**config.mk**
```make
export PLATFORM = sky130hd
export DESIGN_NAME = mem_access_ctrl
export DESIGN_NICKNAME = d
export VERILOG_FILES = /design/src/rtl/mem_access_ctrl.sv
export SDC_FILE = /design/constraint.sdc
export NUM_CORES = 1
export LEC_CHECK = 0
export ABC_CLOCK_PERIOD_IN_PS = 10300
export CAP_MARGIN = 5
export CORE_UTILIZATION = 51
export CTS_BUF_LIST = sky130_fd_sc_hd__clkbuf_16
export DETAILED_ROUTE_END_ITERATION = 10
export GPL_ROUTABILITY_DRIVEN = 0
export PLACE_DENSITY = 0.95
export SETUP_SLACK_MARGIN = 0.3
export SYNTH_ARGS = -nofsm -noshare
export SYNTH_HDL_FRONTEND = slang
export SYNTH_SLANG_ARGS = --single-unit
```
**constraint.sdc**
```tcl
create_clock -name clk -period 10.3 [get_ports clk]
set_clock_uncertainty 0.05 [all_clocks]
set_input_delay 2.06 -clock clk [delete_from_list [all_inputs] [get_ports clk]]
set_output_delay 2.06 -clock clk [all_outputs]
set_load 0.005 [all_outputs]
```
**src/rtl/mem_access_ctrl.sv**
```systemverilog
// mem_access_ctrl
// Multi-cycle load/store initiator between the MEM stage and a word-organised
// data memory using a req/ack handshake. Issues word reads and writes, performs
// read-modify-write for byte/halfword stores and extracts/extends sub-word loads.
//
// Optional feature macro: MEM_SIGN_EXT_EN
//   defined   -> lb/lh sign-extend the selected lane
//   undefined -> lb/lh zero-extend (same as lbu/lhu)
//
// Parameters:
//   AW       word-address width (2^AW words of 32 bits)
//   TIMEOUT  max cycles mem_req may wait for mem_ack before aborting with err
//
// Ports:
//   clk, reset          clock (rising edge), asynchronous active-high reset
//   start               request strobe, sampled only in IDLE
//   Instruction[5:0]    load/store opcode
//   alu_out[31:0]       byte address
//   salida2[31:0]       store data
//   busy                high from the cycle after an accepted start through done
//   done                one-cycle completion pulse
//   err                 error flag, valid with done
//   data_out[31:0]      load result, updated only on a successful load
//   mem_req, mem_we     memory request / write enable
//   mem_addr[AW-1:0]    word address
//   mem_wdata[31:0]     write word
//   mem_rdata[31:0]     read word, valid with mem_ack on a read
//   mem_ack             completes the current request
module mem_access_ctrl #(
    parameter int AW      = 5,
    parameter int TIMEOUT = 15
) (
    input  logic          clk,
    input  logic          reset,
    input  logic          start,
    input  logic [5:0]    Instruction,
    input  logic [31:0]   alu_out,
    input  logic [31:0]   salida2,
    output logic          busy,
    output logic          done,
    output logic          err,
    output logic [31:0]   data_out,
    output logic          mem_req,
    output logic          mem_we,
    output logic [AW-1:0] mem_addr,
    output logic [31:0]   mem_wdata,
    input  logic [31:0]   mem_rdata,
    input  logic          mem_ack
);

    localparam int CW = $clog2(TIMEOUT + 1);

`ifdef MEM_SIGN_EXT_EN
    localparam logic SIGN_EXT_EN = 1'b1;
`else
    localparam logic SIGN_EXT_EN = 1'b0;
`endif

    localparam logic [1:0] SZ_B = 2'd0;
    localparam logic [1:0] SZ_H = 2'd1;
    localparam logic [1:0] SZ_W = 2'd2;

    typedef enum logic [1:0] {
        S_IDLE = 2'd0,
        S_RD   = 2'd1,
        S_WR   = 2'd2,
        S_DONE = 2'd3
    } state_t;

    typedef struct packed {
        logic       legal;
        logic       store;
        logic [1:0] size;
        logic       sgn;
    } dec_t;

    // Opcode decode: legality, direction, access size, and signedness of the load.
    function automatic dec_t decode(input logic [5:0] op);
        dec_t d;
        case (op)
            6'b100011: d = {1'b1, 1'b0, SZ_W, 1'b0}; // lw
            6'b100000: d = {1'b1, 1'b0, SZ_B, 1'b1}; // lb
            6'b100001: d = {1'b1, 1'b0, SZ_H, 1'b1}; // lh
            6'b100100: d = {1'b1, 1'b0, SZ_B, 1'b0}; // lbu
            6'b100101: d = {1'b1, 1'b0, SZ_H, 1'b0}; // lhu
            6'b101011: d = {1'b1, 1'b1, SZ_W, 1'b0}; // sw
            6'b101000: d = {1'b1, 1'b1, SZ_B, 1'b0}; // sb
            6'b101001: d = {1'b1, 1'b1, SZ_H, 1'b0}; // sh
            default:   d = {1'b0, 1'b0, SZ_B, 1'b0};
        endcase
        return d;
    endfunction

    // Pick the addressed little-endian lane out of a word and extend it.
    function automatic logic [31:0] load_extract(input logic [31:0] w,
                                                 input logic [1:0]  off,
                                                 input logic [1:0]  size,
                                                 input logic        sgn);
        logic [7:0]  b;
        logic [15:0] h;
        logic [31:0] r;
        case (off)
            2'b00:   b = w[7:0];
            2'b01:   b = w[15:8];
            2'b10:   b = w[23:16];
            2'b11:   b = w[31:24];
            default: b = w[7:0];
        endcase
        h = off[1] ? w[31:16] : w[15:0];
        case (size)
            SZ_B:    r = {{24{sgn & b[7]}}, b};
            SZ_H:    r = {{16{sgn & h[15]}}, h};
            default: r = w;
        endcase
        return r;
    endfunction

    // Overlay the store lane onto the word just read; other bytes are preserved.
    function automatic logic [31:0] store_merge(input logic [31:0] w,
                                                input logic [15:0] sd,
                                                input logic [1:0]  off,
                                                input logic [1:0]  size);
        logic [31:0] r;
        r = w;
        case (size)
            SZ_B: begin
                case (off)
                    2'b00:   r[7:0]   = sd[7:0];
                    2'b01:   r[15:8]  = sd[7:0];
                    2'b10:   r[23:16] = sd[7:0];
                    2'b11:   r[31:24] = sd[7:0];
                    default: r        = w;
                endcase
            end
            SZ_H: begin
                if (off[1]) begin
                    r[31:16] = sd;
                end else begin
                    r[15:0] = sd;
                end
            end
            default: r = w;
        endcase
        return r;
    endfunction

    state_t       state_q, state_d;
    logic         busy_q, busy_d;
    logic         done_q, done_d;
    logic         err_q, err_d;
    logic [31:0]  data_out_q, data_out_d;
    logic         mem_req_q, mem_req_d;
    logic         mem_we_q, mem_we_d;
    logic [AW-1:0] mem_addr_q, mem_addr_d;
    logic [31:0]  mem_wdata_q, mem_wdata_d;
    logic [CW-1:0] cnt_q, cnt_d;
    logic         store_q, store_d;
    logic [1:0]   size_q, size_d;
    logic         sgn_q, sgn_d;
    logic [1:0]   off_q, off_d;
    logic [15:0]  sdata_q, sdata_d;

    dec_t          dec_in;
    logic          misalign;
    logic          out_of_range;
    logic [CW-1:0] cnt_inc;
    logic          timeout_hit;

    // Next-state and next-output computation for the whole controller.
    always_comb begin
        dec_in = decode(Instruction);
        if (dec_in.size == SZ_H) begin
            misalign = alu_out[0];
        end else if (dec_in.size == SZ_W) begin
            misalign = (alu_out[1:0] != 2'b00);
        end else begin
            misalign = 1'b0;
        end
        // Any address bit above the word-index field is outside the memory.
        out_of_range = ((alu_out >> (AW + 2)) != 32'd0);
        cnt_inc      = cnt_q + CW'(1);
        timeout_hit  = (cnt_inc == CW'(TIMEOUT));

        state_d     = state_q;
        done_d      = 1'b0;
        err_d       = 1'b0;
        data_out_d  = data_out_q;
        mem_req_d   = mem_req_q;
        mem_we_d    = mem_we_q;
        mem_addr_d  = mem_addr_q;
        mem_wdata_d = mem_wdata_q;
        cnt_d       = cnt_q;
        store_d     = store_q;
        size_d      = size_q;
        sgn_d       = sgn_q;
        off_d       = off_q;
        sdata_d     = sdata_q;

        case (state_q)
            S_IDLE: begin
                if (start) begin
                    store_d = dec_in.store;
                    size_d  = dec_in.size;
                    sgn_d   = dec_in.sgn & SIGN_EXT_EN;
                    off_d   = alu_out[1:0];
                    sdata_d = salida2[15:0];
                    if (!dec_in.legal || misalign || out_of_range) begin
                        state_d = S_DONE;
                        done_d  = 1'b1;
                        err_d   = 1'b1;
                    end else if (dec_in.store && (dec_in.size == SZ_W)) begin
                        state_d     = S_WR;
                        mem_req_d   = 1'b1;
                        mem_we_d    = 1'b1;
                        mem_addr_d  = alu_out[AW+1:2];
                        mem_wdata_d = salida2;
                        cnt_d       = '0;
                    end else begin
                        // Loads and sub-word stores both begin with a read.
                        state_d    = S_RD;
                        mem_req_d  = 1'b1;
                        mem_we_d   = 1'b0;
                        mem_addr_d = alu_out[AW+1:2];
                        cnt_d      = '0;
                    end
                end else begin
                    state_d = S_IDLE;
                end
            end
            S_RD: begin
                if (mem_ack) begin
                    if (store_q) begin
                        // Request stays up across the RD->WR hand-over.
                        state_d     = S_WR;
                        mem_we_d    = 1'b1;
                        mem_wdata_d = store_merge(mem_rdata, sdata_q, off_q, size_q);
                        cnt_d       = '0;
                    end else begin
                        state_d    = S_DONE;
                        done_d     = 1'b1;
                        mem_req_d  = 1'b0;
                        data_out_d = load_extract(mem_rdata, off_q, size_q, sgn_q);
                    end
                end else if (timeout_hit) begin
                    // Abort: the write phase of an RMW is never issued.
                    state_d   = S_DONE;
                    done_d    = 1'b1;
                    err_d     = 1'b1;
                    mem_req_d = 1'b0;
                end else begin
                    cnt_d = cnt_inc;
                end
            end
            S_WR: begin
                if (mem_ack) begin
                    state_d   = S_DONE;
                    done_d    = 1'b1;
                    mem_req_d = 1'b0;
                    mem_we_d  = 1'b0;
                end else if (timeout_hit) begin
                    state_d   = S_DONE;
                    done_d    = 1'b1;
                    err_d     = 1'b1;
                    mem_req_d = 1'b0;
                    mem_we_d  = 1'b0;
                end else begin
                    cnt_d = cnt_inc;
                end
            end
            S_DONE: begin
                state_d = S_IDLE;
            end
            default: begin
                state_d   = S_IDLE;
                mem_req_d = 1'b0;
                mem_we_d  = 1'b0;
            end
        endcase

        busy_d = (state_d != S_IDLE);
    end

    // State, registered outputs and latched request fields.
    always_ff @(posedge clk or posedge reset) begin
        if (reset) begin
            state_q     <= S_IDLE;
            busy_q      <= 1'b0;
            done_q      <= 1'b0;
            err_q       <= 1'b0;
            data_out_q  <= 32'd0;
            mem_req_q   <= 1'b0;
            mem_we_q    <= 1'b0;
            mem_addr_q  <= '0;
            mem_wdata_q <= 32'd0;
            cnt_q       <= '0;
            store_q     <= 1'b0;
            size_q      <= 2'd0;
            sgn_q       <= 1'b0;
            off_q       <= 2'd0;
            sdata_q     <= 16'd0;
        end else begin
            state_q     <= state_d;
            busy_q      <= busy_d;
            done_q      <= done_d;
            err_q       <= err_d;
            data_out_q  <= data_out_d;
            mem_req_q   <= mem_req_d;
            mem_we_q    <= mem_we_d;
            mem_addr_q  <= mem_addr_d;
            mem_wdata_q <= mem_wdata_d;
            cnt_q       <= cnt_d;
            store_q     <= store_d;
            size_q      <= size_d;
            sgn_q       <= sgn_d;
            off_q       <= off_d;
            sdata_q     <= sdata_d;
        end
    end

    assign busy      = busy_q;
    assign done      = done_q;
    assign err       = err_q;
    assign data_out  = data_out_q;
    assign mem_req   = mem_req_q;
    assign mem_we    = mem_we_q;
    assign mem_addr  = mem_addr_q;
    assign mem_wdata = mem_wdata_q;

endmodule

```
# After elaboration in Yosys (flattened, before gate mapping)

Cells that the tools add are included.
Widths: inputs -> output; s select.

Bits in latches: 0
Memory bits (read-only): 0
Input bits: 106
Memories: 0
RAM bits: 0
Bits in registers: 101
Word-level logic and storage cells: 125

Reductions and logical operators: 20
Div/mod/pow operators: 0
Equal/unequal tests: 27
Muxes and demuxes: 61
Order comparisons: 0
Add/sub/neg operators: 1
Bitwise logic cells: 2
Multipliers: 0
Shifts and indexed selects: 0

Operator list:

| cell                | number |
|---|---|
| $pmux 32 s2         | 3 |
| $mux 32             | 5 |
| $mux 8              | 7 |
| $eq 6x6->1 const B  | 8 |
| $mux 16             | 3 |
| $pmux 5 s8          | 1 |
| $pmux 8 s4          | 1 |
| $reduce_bool 32->1  | 1 |
| $mux 4              | 6 |
| $mux 1              | 23 |
| $mux 2              | 6 |
| $ne 2x2->1 const B  | 6 |
| $pmux 4 s3          | 1 |
| $reduce_and 6->1    | 2 |
| $eq 2x2->1 const B  | 5 |
| $ne 3x3->1 const B  | 3 |
| $pmux 1 s3          | 3 |
| $eq 2x1->1 const B  | 4 |
| $pmux 2 s4          | 1 |
| $logic_not 2->1     | 3 |
| $reduce_and 3->1    | 2 |
| $reduce_bool 2->1   | 3 |
| $reduce_and 5->1    | 1 |
| $add 4x1->4 const B | 1 |
| other kinds (10)    | 12 |

# Depth between registers and ports, before layout

Gate-level depths: netlist (run 1).

Depth after elaboration: 11
Mapped depth: 9

# Least setup slack after synthesis (run 1)

No wires, ideal clock.

Kind: input port to flip-flop
Start: in Instruction[1]
End: reg cnt_q[3]
Setup time: 95 ps
Cell stages on the path: 6
Required time: 10,155 ps
Path buffers: 0
Slack: 6,290 ps
Data arrival time: 3,865 ps
Path through: and4b_1 -> a32o_1 -> a2111oi_4 -> a31oi_2 -> or4b_1 -> o31ai_1

Longest elaborated chain between the ends: 9
Elaborated cells on any way between the ends: 18
Classes of those cells: 11 x eq/ne; 3 x mux; 4 x reduce/logical

RTL lines:

| element                             | line | source |
|---|---|---|
| from (decl)                         | 36   | `input logic [5:0] Instruction,` |
| $eq 6x6->1                          | 80   | `case (op)` |
| $pmux 5 s8 *                        | 80   |  |
| $eq 2x2->1                          | 174  | `end else if (dec_in.size == SZ_W) begin` |
| $mux 1                              | 174  |  |
| $mux 1                              | 172  | `if (dec_in.size == SZ_H) begin` |
| $logic_or 1x1->1 * (2 in series)    | 207  | `if (!dec_in.legal \|\| misalign \|\| out_of_range) begin` |
| $ne 2x2->1 (no source line) *       | -    |  |
| $reduce_and 5->1 (no source line) * | -    |  |
| to (signal assigned)                | 311  | `cnt_q <= cnt_d;` |
| to (decl)                           | 156  | `logic [CW-1:0] cnt_q, cnt_d;` |

Mark *: on every way between the ends. The rest lies on a longest branch, timed or not.
A chain may end at the register's enable or synchronous reset.

# Worst setup path in the final report (run 1)

Start: in Instruction[0]
End: reg cnt_q[3]

The elaborated chain is that of the path after synthesis.

==> results of run 1 <==
==> state kept, by name, indices dropped and copies added (netlist names) <==
register and count:
store_q 1, cnt_q 4, off_q 2, mem_wdata 32, state_q 2, size_q 2, busy 1, data_out 32
mem_we 1, mem_addr 5, sdata_q 16, err 1, mem_req 1, done 1
==> path summary, 6_finish.rpt <==
path	cells after the start	end	slack [ns]
min	1	mem_wdata[10]$_DFFE_PP0P_	0.43
max in group asynchronous	3	data_out[16]$_DFFE_PP0P_	6.96
max	7	cnt_q[3]$_DFFE_PP0P_	5.77
min reg2reg	1	mem_wdata[10]$_DFFE_PP0P_	0.43
max reg2reg	6	mem_wdata[23]$_DFFE_PP0P_	6.82
min in group asynchronous	2	mem_wdata[26]$_DFFE_PP0P_	2.00
==> cell families after synthesis <==
family / after synthesis / synth area share
AO/OA/AOI/OAI: 218 / 0.2501
AND/OR/NAND/NOR: 180 / 0.1433
flip-flops: 101 / 0.4495
buffers and inverters: 55 / 0.03672
multiplexers: 54 / 0.1026
adder cells (fa/ha/maj): 8 / 0.01780
==> power by group <==
group / switching [W] / internal (W) / leakage (nW) / total (W)
Sequential: 0.000140 / 0.000540 / 1.30 / 0.000680
Clock: 0.000153 / 0.000190 / 0.144 / 0.000343
Combinational: 0.000464 / 0.000483 / 1.78 / 0.000947
Total: 0.000757 / 0.00121 / 3.23 / 0.00197
==> critical path: stages <==
cell             delay [ns]
clkdlybuf4s50_1        0.49
and4b_1                0.27
a32o_1                 0.24
a2111oi_4              0.64
a31oi_2                0.21
or4b_1                 0.57
o31ai_1                0.23
==> Yosys cell counts (all sizes together), types with 2 or more instances <==
master	n	area, um^2
a211oi	7	52.55
a21bo	2	20.02
a21boi	4	30.02
a21o	7	52.55
a21oi	23	115.1
a221oi	7	61.31
a22o	6	52.55
a22oi	16	120.1
a31oi	4	31.28
buf	6	22.52
clkbuf	35	131.4
dfrtp	101	2527
ha	8	100.1
inv	13	48.80
mux2	29	326.6
mux2i	25	250.2
nand2	120	450.4
nand2b	5	31.28
nand3	6	30.03
nand3b	2	15.01
nand4	2	12.51
nor2	14	52.55
nor2b	13	81.33
nor3	3	20.02
nor3b	4	30.03
nor4	5	31.28
o2111ai	3	26.28
o211ai	5	37.54
o21ai	96	480.5
o22a	10	87.58
o22ai	9	56.30
o31a	9	78.83
o31ai	4	30.03
o41ai	2	17.52
or4b	2	20.02
==> through the flow <==
step           hold WS, ns    util
3_3_place_gp        0.4105  0.7137
3_5_place_dp        0.4182  0.7137
6_report            0.4322  0.7420
4_1_cts             0.4343  0.7420
5_1_grt             0.4441  0.7420
2_1_floorplan       0.4233       -
==> final cells by class <==
type / instances / area (um^2) / area share
Tap cell: 136 / 170.2 / 0.02182
Clock buffer: 9 / 225.2 / 0.02888
Sequential cell: 101 / 2527 / 0.3241
Timing Repair Buffer: 186 / 1844 / 0.2365
Inverter: 14 / 55.05 / 0.007060
Multi-Input combinational cell: 460 / 2903 / 0.3723
Clock inverter: 7 / 72.57 / 0.009307
==> layer usage <==
| layer | vias up | GRT usage | wire, um | part of all wire |
|---|---|---|---|---|
| met5 | - | 0 | 0 | 0 |
| met4 | 0 | 0.1282 | 665 | 0.039 |
| met3 | 62 | 0.05593 | 1396 | 0.082 |
| met2 | 316 | 0.4940 | 8179 | 0.48 |
| met1 | 2674 | 0.3865 | 6720 | 0.40 |
| li1 | 2547 | - | - | - |
==> results.yml, run 1 <==
sta:
  fin_crit_ns: 4.533
  rsz0062_at_grt: "false"
  setup_tns_ns: 0
  fin_crit_sh: 0.4401
  setup_violations: 0
  slew_headroom: 0.2850
  fmax_ghz: 0.2206
  tightest_slew_ns: 1.072
  finalMaxSlewViolations: 0
  finalHoldViolations: 0
  layout_setup_ws_ns: 5.767
yosys:
  synth_area_per_cell_um2: 9.128
  synth_edf_count: 0
  seq_area_frac_synth: 0.4495
  syn-instance-count: 616
  yosys_warnings: 0
  synthesis.area_um2: 5623
  syn_nets: 730
  synthArstFlopShare: 1.000
  synth-main-ff-cell: "dfrtp_1"
  ys_types: 49
  yosys_register_bits: 101
global_routing:
  track_usage: 0.2998
  antenna_found_initial: 1
  grt_pass1_vias: 5394
  grt_overflow: 0
  grt_pass1_wl_mm: 26.85
  grt_max_degree: 74
floorplanning:
  die_area_um2: 11450
  core-area_um2: 10510
  start_util: 0.5351
  die_y_um: 107
  dieWidth_um: 107
  io_pins: 180
  rows: 37
status:
  status: "finished, final reports clean"
min_path:
  hold_path_class: "reg2reg"
  hold_start: "mem_wdata[10]$_DFFE_PP0P_"
detailed_routing:
  drc: 0
  firstDrtPassIters: 6
  wl_mm: 16.96
  drt_iter0_markers: 563
  viasPerCell: 6.133
  ant_nets: 0
  wl_per_cell_um: 18.58
  dr_total_vias: 5599
cts:
  cts_resized: 0
  cts_tree: "yes"
  cts-buffers-inserted: 9
  clock-sinks: 101
  clockRootBuffer: "clkbuf_16"
  cts_max_path_buffers: 2
  cts_hold_buf: 0
  post-cts-setup-buffers: 0
  cts.clk_slew.worst_paths_ns: 0.07
  htree_levels: 3
  clk_latency_ns: 0.34
finish:
  final_common_cell: "clkdlybuf4s50_1"
  nNetsFinal: 886
  final_cell_mix: "179 x clkdlybuf4s50_1, 120 x nand2_1, 101 x dfrtp_1"
  diodes: 0
  final_cells: 913
  drive_above_1_share: 0.07722
  area_growth_pct: 38.67
  fin_area_um2: 7797
  fillers: 717
worst_setup_path:
  path_max_fanout: 8
  crit_type: "in2reg"
  worstSetupEndpointType: "flip-flop"
  crit_required_ns: 10.49
  worstPathArrival_ns: 4.72
  reg2reg_from: "off_q[1]$_DFFE_PP0P_"
  crit_start: "Instruction[0]"
  critPathLaunchType: "input pin"
power_and_ir_drop:
  leakagePower_nw: 3.228
  finalPower_w: 0.001970
  powerDensity_nw_per_um2: 252.6
  ir_drop_uv: 133.0
place:
  dp_slack_ns: 5.408
  placedCellCount: 897
  place_area_um2: 7500
  dp_hpwl_mm: 12.68
  io_buffers: 179
flow_run:
  drv_cap: 0
(Power assumes the default switching activity.)
==> run 2, diff against run 1 <==
ABC_CLOCK_PERIOD_IN_PS = 3900   (was 10300)
CORE_UTILIZATION = 42   (was 51)
PLACE_DENSITY = 0.86   (was 0.95)
clock period = 3.9 ns   (was 10.3 ns; I/O delays follow)
==> run 2 against run 1 <==
Against the previous run: core utilization down 12 points; largest power group unchanged; final area up 1.6%; worst setup slack got worse by 4.9 ns; critical endpoint unchanged.
==> results.yml, run 2 (synthesis results as in run 1) <==
status:
  status: "finished, final reports clean"
global_routing:
  grt_pass1_vias: 5138
  track_usage: 0.2451
  grt_pass1_wl_mm: 26.50
  grt_overflow: 0
  grt_max_degree: 67
  antenna_found_initial: 2
worst_setup_path:
  crit_required_ns: 4.12
  critPathLaunchType: "input pin"
  crit_type: "in2reg"
  path_max_fanout: 8
  worstPathArrival_ns: 3.24
  worstSetupEndpointType: "flip-flop"
sta:
  finalHoldViolations: 0
  fmax_ghz: 0.3310
  setup_tns_ns: 0
  setup_violations: 0
  rsz0062_at_grt: "false"
  fin_crit_sh: 0.7747
  finalMaxSlewViolations: 0
  slew_headroom: 0.4183
  hold_ws_ns: 0.4295
  fin_crit_ns: 3.021
  tightest_slew_ns: 0.8707
cts:
  cts.clk_slew.worst_paths_ns: 0.07
  cts_resized: 0
  cts-buffers-inserted: 9
  cts_tree: "yes"
  post-cts-setup-buffers: 0
  clockRootBuffer: "clkbuf_16"
  clock-sinks: 101
  clk_latency_ns: 0.36
  cts_hold_buf: 0
  cts_max_path_buffers: 2
  htree_levels: 3
detailed_routing:
  dr_total_vias: 5421
  drt_iter0_markers: 362
  wl_per_cell_um: 17.56
  viasPerCell: 5.682
  firstDrtPassIters: 6
  wl_mm: 16.75
  ant_nets: 0
  drc: 0
floorplanning:
  rows: 41
  die_area_um2: 13850
  dieWidth_um: 117.7
  core-area_um2: 12820
  die_y_um: 117.7
  start_util: 0.4384
  io_pins: 180
finish:
  diodes: 0
  final_cell_mix: "179 x clkdlybuf4s50_1, 120 x nand2_1, 101 x dfrtp_1"
  area_growth_pct: 40.92
  nNetsFinal: 891
  drive_above_1_share: 0.08440
  final_common_cell: "clkdlybuf4s50_1"
power_and_ir_drop:
  leakagePower_nw: 3.272
  ir_drop_uv: 324.2
  powerDensity_nw_per_um2: 667.6
place:
  dp_hpwl_mm: 12.45
  io_buffers: 179
min_path:
  hold_path_class: "reg2reg"
flow_run:
  drv_cap: 0
==> run 2: worst max-delay path: stages <==
cell             delay, ns
clkdlybuf4s50_1       0.49
and4b_1               0.26
a32o_1                0.25
a2111oi_4             0.36
buf_4                 0.22
a31oi_2               0.13
or4b_1                0.54
o31ai_1               0.20
==> run 2: cell type report <==
cell class / count / area [um^2]
clock buffers: 9 / 225.2
clock inverters: 7 / 103.9
fillers: 1092 / 4901
inverters: 14 / 55.05
multi-input cells: 460 / 2903
flip-flops and latches: 101 / 2527
well taps: 172 / 215.2
repair buffers: 191 / 1894
==> run 2: power breakdown <==
group | leakage [nW] | internal (W) | switching (W) | total, W
registers | 1.30 | 0.00143 | 0.000310 | 0.00174
logic | 1.81 | 0.00130 | 0.00126 | 0.00255
clock network | 0.160 | 0.000573 | 0.000426 | 0.000999
==> run 2: layer usage <==
| metal | vias up | share of wire | track usage |
|---|---|---|---|
| met2 | 248 | 0.46 | 0.3779 |
| met3 | 39 | 0.086 | 0.07510 |
| met5 | - | 0.00078 | 0 |
| li1 | 2561 | - | - |
| met1 | 2571 | 0.42 | 0.3216 |
| met4 | 2 | 0.030 | 0.09455 |
==> run 2: metrics by stage <==
step	area, um^2	power (W)	worst slack, ns	utilization	cells
after floorplan	5623	0.003197	0.4229	-	616
after global placement	7595	0.004212	0.6148	0.5922	938
after detailed placement	7595	0.004280	0.4773	0.5922	938
after CTS	7924	0.005294	0.8820	0.6179	954
after global routing	7924	0.005635	0.6754	0.6179	954
final	7924	0.005290	0.8788	0.6179	954
==> run 2: path summary, 6_finish.rpt <==
kind	start	endpoint	slack, ns	cells past startpoint
setup / recovery	Instruction[0]	cnt_q[3]$_DFFE_PP0P_	0.88	8
hold / removal	data_out[25]$_DFFE_PP0P_	data_out[25]$_DFFE_PP0P_	0.43	2
setup reg to reg	state_q[1]$_DFF_PP0_	mem_wdata[23]$_DFFE_PP0P_	1.32	7
hold reg to reg	data_out[25]$_DFFE_PP0P_	data_out[25]$_DFFE_PP0P_	0.43	2
max in group asynchronous	reset	state_q[1]$_DFF_PP0_	2.23	3
min in group asynchronous	reset	mem_wdata[18]$_DFFE_PP0P_	0.89	2
